File: src/rtl/fir_sample_feeder.sv
`default_nettype none
// ============================================================================
//  Module   : fir_sample_feeder
//  Purpose  : Input-side stage in front of the FIR tap sequencer. Samples
//             from a valid/ready source are buffered in a small synchronous
//             FIFO and released to the FIR datapath as a registered one-cycle
//             `load` pulse. Consecutive pulses are spaced ISSUE_INTERVAL
//             cycles apart, so each load lands when the sequencer is idle or
//             in its final tap cycle.
//  Ports    :
//     clk         in   clock, rising edge
//     rst         in   asynchronous reset, active-low
//     in_data     in   sample from upstream source
//     in_valid    in   in_data valid
//     in_ready    out  FIFO can accept (transfer on in_valid & in_ready)
//     load        out  registered one-cycle issue pulse to the sequencer
//     sample_out  out  registered sample, valid with load, held otherwise
//     fifo_count  out  FIFO occupancy, 0..DEPTH
//     busy        out  FIFO non-empty or cooldown still running
//  Revision : 1.0  initial release
// ============================================================================
module fir_sample_feeder #(
   parameter int DATA_WIDTH     = 16,
   parameter int DEPTH          = 8,   // power of 2, >= 2
   parameter int ISSUE_INTERVAL = 4    // FIR tap count, >= 1
) (
   input  logic                    clk,
   input  logic                    rst,
   input  logic [DATA_WIDTH-1:0]   in_data,
   input  logic                    in_valid,
   output logic                    in_ready,
   output logic                    load,
   output logic [DATA_WIDTH-1:0]   sample_out,
   output logic [$clog2(DEPTH):0]  fifo_count,
   output logic                    busy
);

   // -------------------------------------------------------------------------
   // Derived widths and constants
   // -------------------------------------------------------------------------
   localparam int PTR_W = $clog2(DEPTH);
   localparam int CNT_W = PTR_W + 1;
   // Cooldown holds values 0..ISSUE_INTERVAL-1; keep at least one bit so the
   // ISSUE_INTERVAL = 1 configuration still elaborates cleanly.
   localparam int CD_W  = (ISSUE_INTERVAL > 1) ? $clog2(ISSUE_INTERVAL) : 1;

   localparam logic [CNT_W-1:0] C_DEPTH        = CNT_W'(DEPTH);
   localparam logic [CNT_W-1:0] C_CNT_ONE      = CNT_W'(1);
   localparam logic [PTR_W-1:0] C_PTR_ONE      = PTR_W'(1);
   localparam logic [CD_W-1:0]  C_CD_ONE       = CD_W'(1);
   localparam logic [CD_W-1:0]  C_CD_RELOAD    = CD_W'(ISSUE_INTERVAL - 1);
   localparam bit               C_INTERVAL_ONE = (ISSUE_INTERVAL == 1);

   // -------------------------------------------------------------------------
   // Issue state machine encoding
   // -------------------------------------------------------------------------
   typedef enum logic [0:0] {
      ST_READY    = 1'b0,
      ST_COOLDOWN = 1'b1
   } state_t;

   // -------------------------------------------------------------------------
   // Registered state
   // -------------------------------------------------------------------------
   state_t                 r_state;
   logic [PTR_W-1:0]       r_wr_ptr;
   logic [PTR_W-1:0]       r_rd_ptr;
   logic [CNT_W-1:0]       r_count;
   logic [CD_W-1:0]        r_cooldown;
   logic                   r_load;
   logic [DATA_WIDTH-1:0]  r_sample;

   // FIFO storage is intentionally not reset; contents are don't-care until
   // written, and the occupancy count guards every read.
   logic [DATA_WIDTH-1:0]  r_mem [DEPTH];

   // -------------------------------------------------------------------------
   // Next-state values
   // -------------------------------------------------------------------------
   state_t                 w_state_nxt;
   logic [PTR_W-1:0]       w_wr_ptr_nxt;
   logic [PTR_W-1:0]       w_rd_ptr_nxt;
   logic [CNT_W-1:0]       w_count_nxt;
   logic [CD_W-1:0]        w_cooldown_nxt;
   logic                   w_load_nxt;
   logic [DATA_WIDTH-1:0]  w_sample_nxt;

   logic                   w_in_ready;
   logic                   w_push;
   logic                   w_issue;

   // in_ready comes only from the registered count. A pop in the same cycle
   // does not open a slot when full; this keeps in_ready off the issue path.
   assign w_in_ready = (r_count < C_DEPTH);
   assign w_push     = in_valid & w_in_ready;

   // Issue whenever the sequencer-side spacing allows and data is present.
   assign w_issue    = (r_state == ST_READY) && (r_count != '0);

   // -------------------------------------------------------------------------
   // Next-state / output logic
   // -------------------------------------------------------------------------
   always_comb begin
      w_state_nxt    = r_state;
      w_wr_ptr_nxt   = r_wr_ptr;
      w_rd_ptr_nxt   = r_rd_ptr;
      w_count_nxt    = r_count;
      w_cooldown_nxt = r_cooldown;
      w_load_nxt     = 1'b0;
      w_sample_nxt   = r_sample;

      // Write side: pointer wraps naturally because DEPTH is a power of 2.
      if (w_push) begin
         w_wr_ptr_nxt = r_wr_ptr + C_PTR_ONE;
      end

      // Occupancy: a simultaneous push and pop leaves the count unchanged.
      unique case ({w_push, w_issue})
         2'b10:   w_count_nxt = r_count + C_CNT_ONE;
         2'b01:   w_count_nxt = r_count - C_CNT_ONE;
         default: w_count_nxt = r_count;
      endcase

      unique case (r_state)
         ST_READY: begin
            if (w_issue) begin
               w_load_nxt     = 1'b1;
               w_sample_nxt   = r_mem[r_rd_ptr];
               w_rd_ptr_nxt   = r_rd_ptr + C_PTR_ONE;
               w_cooldown_nxt = C_CD_RELOAD;
               // With a one-tap filter there is nothing to wait for.
               w_state_nxt    = C_INTERVAL_ONE ? ST_READY : ST_COOLDOWN;
            end
         end

         ST_COOLDOWN: begin
            // The countdown runs whether or not data is waiting, so a late
            // sample issues as soon as the spacing has elapsed. Returning to
            // READY on the edge the counter hits 0 makes the next issue land
            // exactly ISSUE_INTERVAL cycles after the previous one.
            if (r_cooldown != '0) begin
               w_cooldown_nxt = r_cooldown - C_CD_ONE;
            end
            if (r_cooldown <= C_CD_ONE) begin
               w_state_nxt = ST_READY;
            end
         end

         default: begin
            w_state_nxt    = ST_READY;
            w_cooldown_nxt = '0;
         end
      endcase
   end

   // -------------------------------------------------------------------------
   // State register (asynchronous active-low reset)
   // -------------------------------------------------------------------------
   always_ff @(posedge clk or negedge rst) begin
      if (!rst) begin
         r_state    <= ST_READY;
         r_wr_ptr   <= '0;
         r_rd_ptr   <= '0;
         r_count    <= '0;
         r_cooldown <= '0;
         r_load     <= 1'b0;
         r_sample   <= '0;
      end else begin
         r_state    <= w_state_nxt;
         r_wr_ptr   <= w_wr_ptr_nxt;
         r_rd_ptr   <= w_rd_ptr_nxt;
         r_count    <= w_count_nxt;
         r_cooldown <= w_cooldown_nxt;
         r_load     <= w_load_nxt;
         r_sample   <= w_sample_nxt;
      end
   end

   // -------------------------------------------------------------------------
   // FIFO storage write port
   // -------------------------------------------------------------------------
   always_ff @(posedge clk) begin
      if (w_push) begin
         r_mem[r_wr_ptr] <= in_data;
      end
   end

   // -------------------------------------------------------------------------
   // Outputs
   // -------------------------------------------------------------------------
   assign in_ready   = w_in_ready;
   assign load       = r_load;
   assign sample_out = r_sample;
   assign fifo_count = r_count;
   assign busy       = (r_count != '0) || (r_cooldown != '0);

endmodule
`default_nettype wire

File: config.mk
export PLATFORM = sky130hd
export DESIGN_NAME = fir_sample_feeder
export DESIGN_NICKNAME = d
export VERILOG_FILES = /design/src/rtl/fir_sample_feeder.sv
export SDC_FILE = /design/constraint.sdc
export NUM_CORES = 1
export LEC_CHECK = 0
export ABC_AREA = 1
export CORE_ASPECT_RATIO = 0.6
export CORE_MARGIN = 10
export CORE_UTILIZATION = 50
export CTS_BUF_LIST = sky130_fd_sc_hd__clkbuf_8
export DETAILED_ROUTE_END_ITERATION = 7
export HOLD_SLACK_MARGIN = 0.15
export PLACE_DENSITY_LB_ADDON = 0.08
export SLEW_MARGIN = 25
export SYNTH_ARGS = -nofsm -noshare
export SYNTH_HDL_FRONTEND = slang
export SYNTH_SLANG_ARGS = --single-unit
File: constraint.sdc
create_clock -name clk -period 4.25 [get_ports clk]
set_clock_uncertainty 0.05 [all_clocks]
set_input_delay 0.6375 -clock clk [delete_from_list [all_inputs] [get_ports clk]]
set_output_delay 0.6375 -clock clk [all_outputs]
set_load 0.005 [all_outputs]
==> summary.md <==
| Metric | Value |
|---|---|
| Initial antenna violation count | 0 |
| Wire length per cell | 18.3 um |
| Nets@finish | 616 |
| Crit-path max cell delay | 0.46 ns |
| Initial Util | 0.520 |
| Top cell type's share of synthesized area | 0.603 |
| Tot GR Track Use | 0.158 |
| Vias per inst | 5.35 |
| Antenna Cells | 0 |
| Syn_nets | 569 |
| Net Sw Frac | 0.353 |
| Crit path DAT | 1.74 ns |
| Pre-antenna DRT Iters | 5 |
| Vias | 4,107 |
| Outcome | complete, no violations |
| Post-synth EDFFs | 128 |
| Area taken by multi-input logic gates | 1540 um^2 |
| Fill cells | 1,012 |
| Hold crit path type | in -> async |
| Final slew viol count | 0 |
| Critical-path cell list | nor2_1, nand3_1, inv_2, nand2_1, clkdlybuf4s50_1 |
| Met1 WL | 6.42 mm |
| P_leak | 2.76 nW |
| CP max FO | 6 |
| WL met3 | 1.02 mm |
| Cts hold-fix bufs | 0 |
| TritonCTS Buffers | 17 |
| Comb pwr share | 0.356 |
| Int Pwr | 3.36 mW |
| DRC viols | 0 |
| Mux contribution to synthesized area | 0 |
| Initial DRC Count | 353 |
| Psw | 1.83 mW |
| Max-cap violations | 0 |
| Max Clock Freq | 412 MHz |
| Setup TNS | 0 ns |
| Main combinational cell family by area after synthesis | simple AND/OR/NAND/NOR gates |
| Post-synth top area cell | edfxtp_1 |
| Adder-Cell Fraction of Synth Area | 0.0137 |
| Register area share after synthesis | 0.721 |
| Mapped Cells | 543 |
| Later-pin clock latency in the skew report | 0.44 ns |
| Synthesis Warnings | 0 |
| Clock Power Share | 0.240 |
| FFs w/ async S/R, synth | 0.190 |
| Number of global-route vias before repair | 3,903 |
| Slowest-stage cell, CP | dfrtp_1 |
| Largest net degree at the start of global routing | 67 |
| Register area | 4600 um^2 |
| I/O Pins | 42 |
| Number of hold violations in the final report | 0 |
| Worst path bufs/invs | 2 |
| Die Y | 107 um |
| Synth Area in XOR/XNOR | 0.00824 |
| Top post-synthesis cells by area | edfxtp_1, dfrtp_1, nor2_1 |
| Worst-path clk slew | 0.09 ns |
| Post-CTS Setup Repair Bufs | 0 |
| Worst slew margin | 0.339 |
| Dpl ws | 1.70 ns |
| Root buf cell | clkbuf_8 |
| H-tree Lvls | 4 |
| Sink Count | 158 |
| Tmin final | 2.43 ns |
| Setup crit start kind | flip-flop |
| Simple-Gate Fraction of Synth Area | 0.162 |
| Post-synth cell types | 22 |
| Setup Crit Path Kind | reg -> out |
| First-pass GRT wire length | 22.1 mm |
| Unrepaired setup endpoints after global routing | false |
| Setup ws final | 1.82 ns |
| Clock tree buffer depth | 2 |
| Routed wl met2 | 6.48 mm |
| FF+latch count, synth | 158 |
| Core area | 12,300 um^2 |
| FP Rows | 31 |
| Max rail drop VDD | 0.376 mV |
| Top sig layer | met4 |
| CP startpoint | fifo_count[2] |
| Most common library cells after synthesis | nor2_1, edfxtp_1, nand2_1 |
| Compound-Gate Fraction of Synth Area | 0.0577 |
| Avg Cell Area, Syn | 11.7 um^2 |
| Fraction of layout cells with a size suffix above 1 | 0.0796 |
| Resize count post-CTS | 0 |
| Final Cycle Share | 0.571 |
| Die footprint | 17,800 um^2 |
| Power per Cell Area | 706 nW/um^2 |
| Area grow syn2layout | 15.5% |
| Flop pwr share | 0.403 |
| RR Startpoint | fifo_count[2] |
| Least-Margin Pin Slew | 0.991 ns |
| Crit path required time | 3.56 ns |
| Die X | 166 um |
| Detailed placement HPWL | 8.14 mm |
| CTS tree | yes |
| Most frequent cell after synthesis | nor2_1 |
| Final RePlAce weighted congestion | 0.778 |
| Drt total wl | 14.1 mm |
| Most used DFF post-synth | edfxtp_1 |
| Final Setup Violations | 0 |
| CP endpoint kind | primary output |
| Antenna Nets Post-Route | 0 |
| Crit-path leading delay family | buffers and inverters |
| Overflow after GRT | 0 |
| Port Buffer Count | 41 |
| Synthesized area | 6370 um^2 |
-- path summary, 6_finish.rpt --
check	to	slack, ns	cells past startpoint
min in group clk	sample_out[14]	0.43	2
max in group asynchronous	r_rd_ptr[0]	3.38	1
hold / removal	sample_out[5]	0.22	1
setup reg to reg	fifo_count[2]	1.97	13
setup / recovery	busy	1.82	5
hold reg to reg	sample_out[14]	0.43	2
-- routing by layer --
metal / up-vias / GRT usage
met3: 13 / 0.0423
met4: 0 / 0.0485
li1: 1959 / -
met5: - / 0
met2: 150 / 0.247
met1: 1985 / 0.212
-- stage by stage --
step	instances	power (mW)	hold WS, ns	util	area (um^2)
5_1_grt	768	5.54	0.263	0.601	7360
4_1_cts	768	5.24	0.252	0.601	7360
3_5_place_dp	736	3.99	0.415	0.564	6910
3_3_place_gp	736	3.96	0.413	0.564	6910
2_1_floorplan	543	3.38	0.292	-	6370
6_report	768	5.20	0.224	0.601	7360
-- cells in the final DEF (no fill, tap or decap), drive strengths merged, types with 5 or more instances in the layout --
cell type	Yosys	routed
buf	20	14
bufinv	0	5
clkbuf	6	18
clkdlybuf4s50	0	40
dfrtp	30	30
edfxtp	128	128
ha	7	7
inv	18	24
nand2	58	58
nand3	53	53
nor2	142	142
o21ai	71	71
-- power by group through the flow --
stage | Clock [mW] | Combinational, mW | Sequential [mW]
after floorplan | 0 | 1.26 | 2.12
after global placement | 0 | 1.84 | 2.12
after detailed placement | 0 | 1.86 | 2.13
after CTS | 1.27 | 1.87 | 2.09
after global routing | 1.34 | 2.09 | 2.12
final | 1.25 | 1.85 | 2.10
-- flip-flops by register name, summed over array words and instances, names as in the netlist --
| name | cells |
|---|---|
| r_mem | 128 |
| sample_out | 16 |
| fifo_count | 4 |
| r_rd_ptr | 3 |
| r_wr_ptr | 3 |
| r_cooldown | 2 |
| load | 1 |
| r_state | 1 |
-- kinds of logic after synthesis --
group | Yosys count
AND/OR/NAND/NOR | 254
flip-flops | 158
AO/OA/AOI/OAI | 73
buffers and inverters | 45
adder cells (fa/ha/maj) | 7
XOR/XNOR | 6
-- area by class of cell --
class | count | area share
clock buffer | 18 | 0.0337
clock inverter | 14 | 0.0272
inverter | 19 | 0.00969
multi-input combinational | 340 | 0.209
sequential | 158 | 0.624
tap | 165 | 0.0280
timing repair buffer | 54 | 0.0683
No activity file was read; power rests on OpenSTA's default activity.
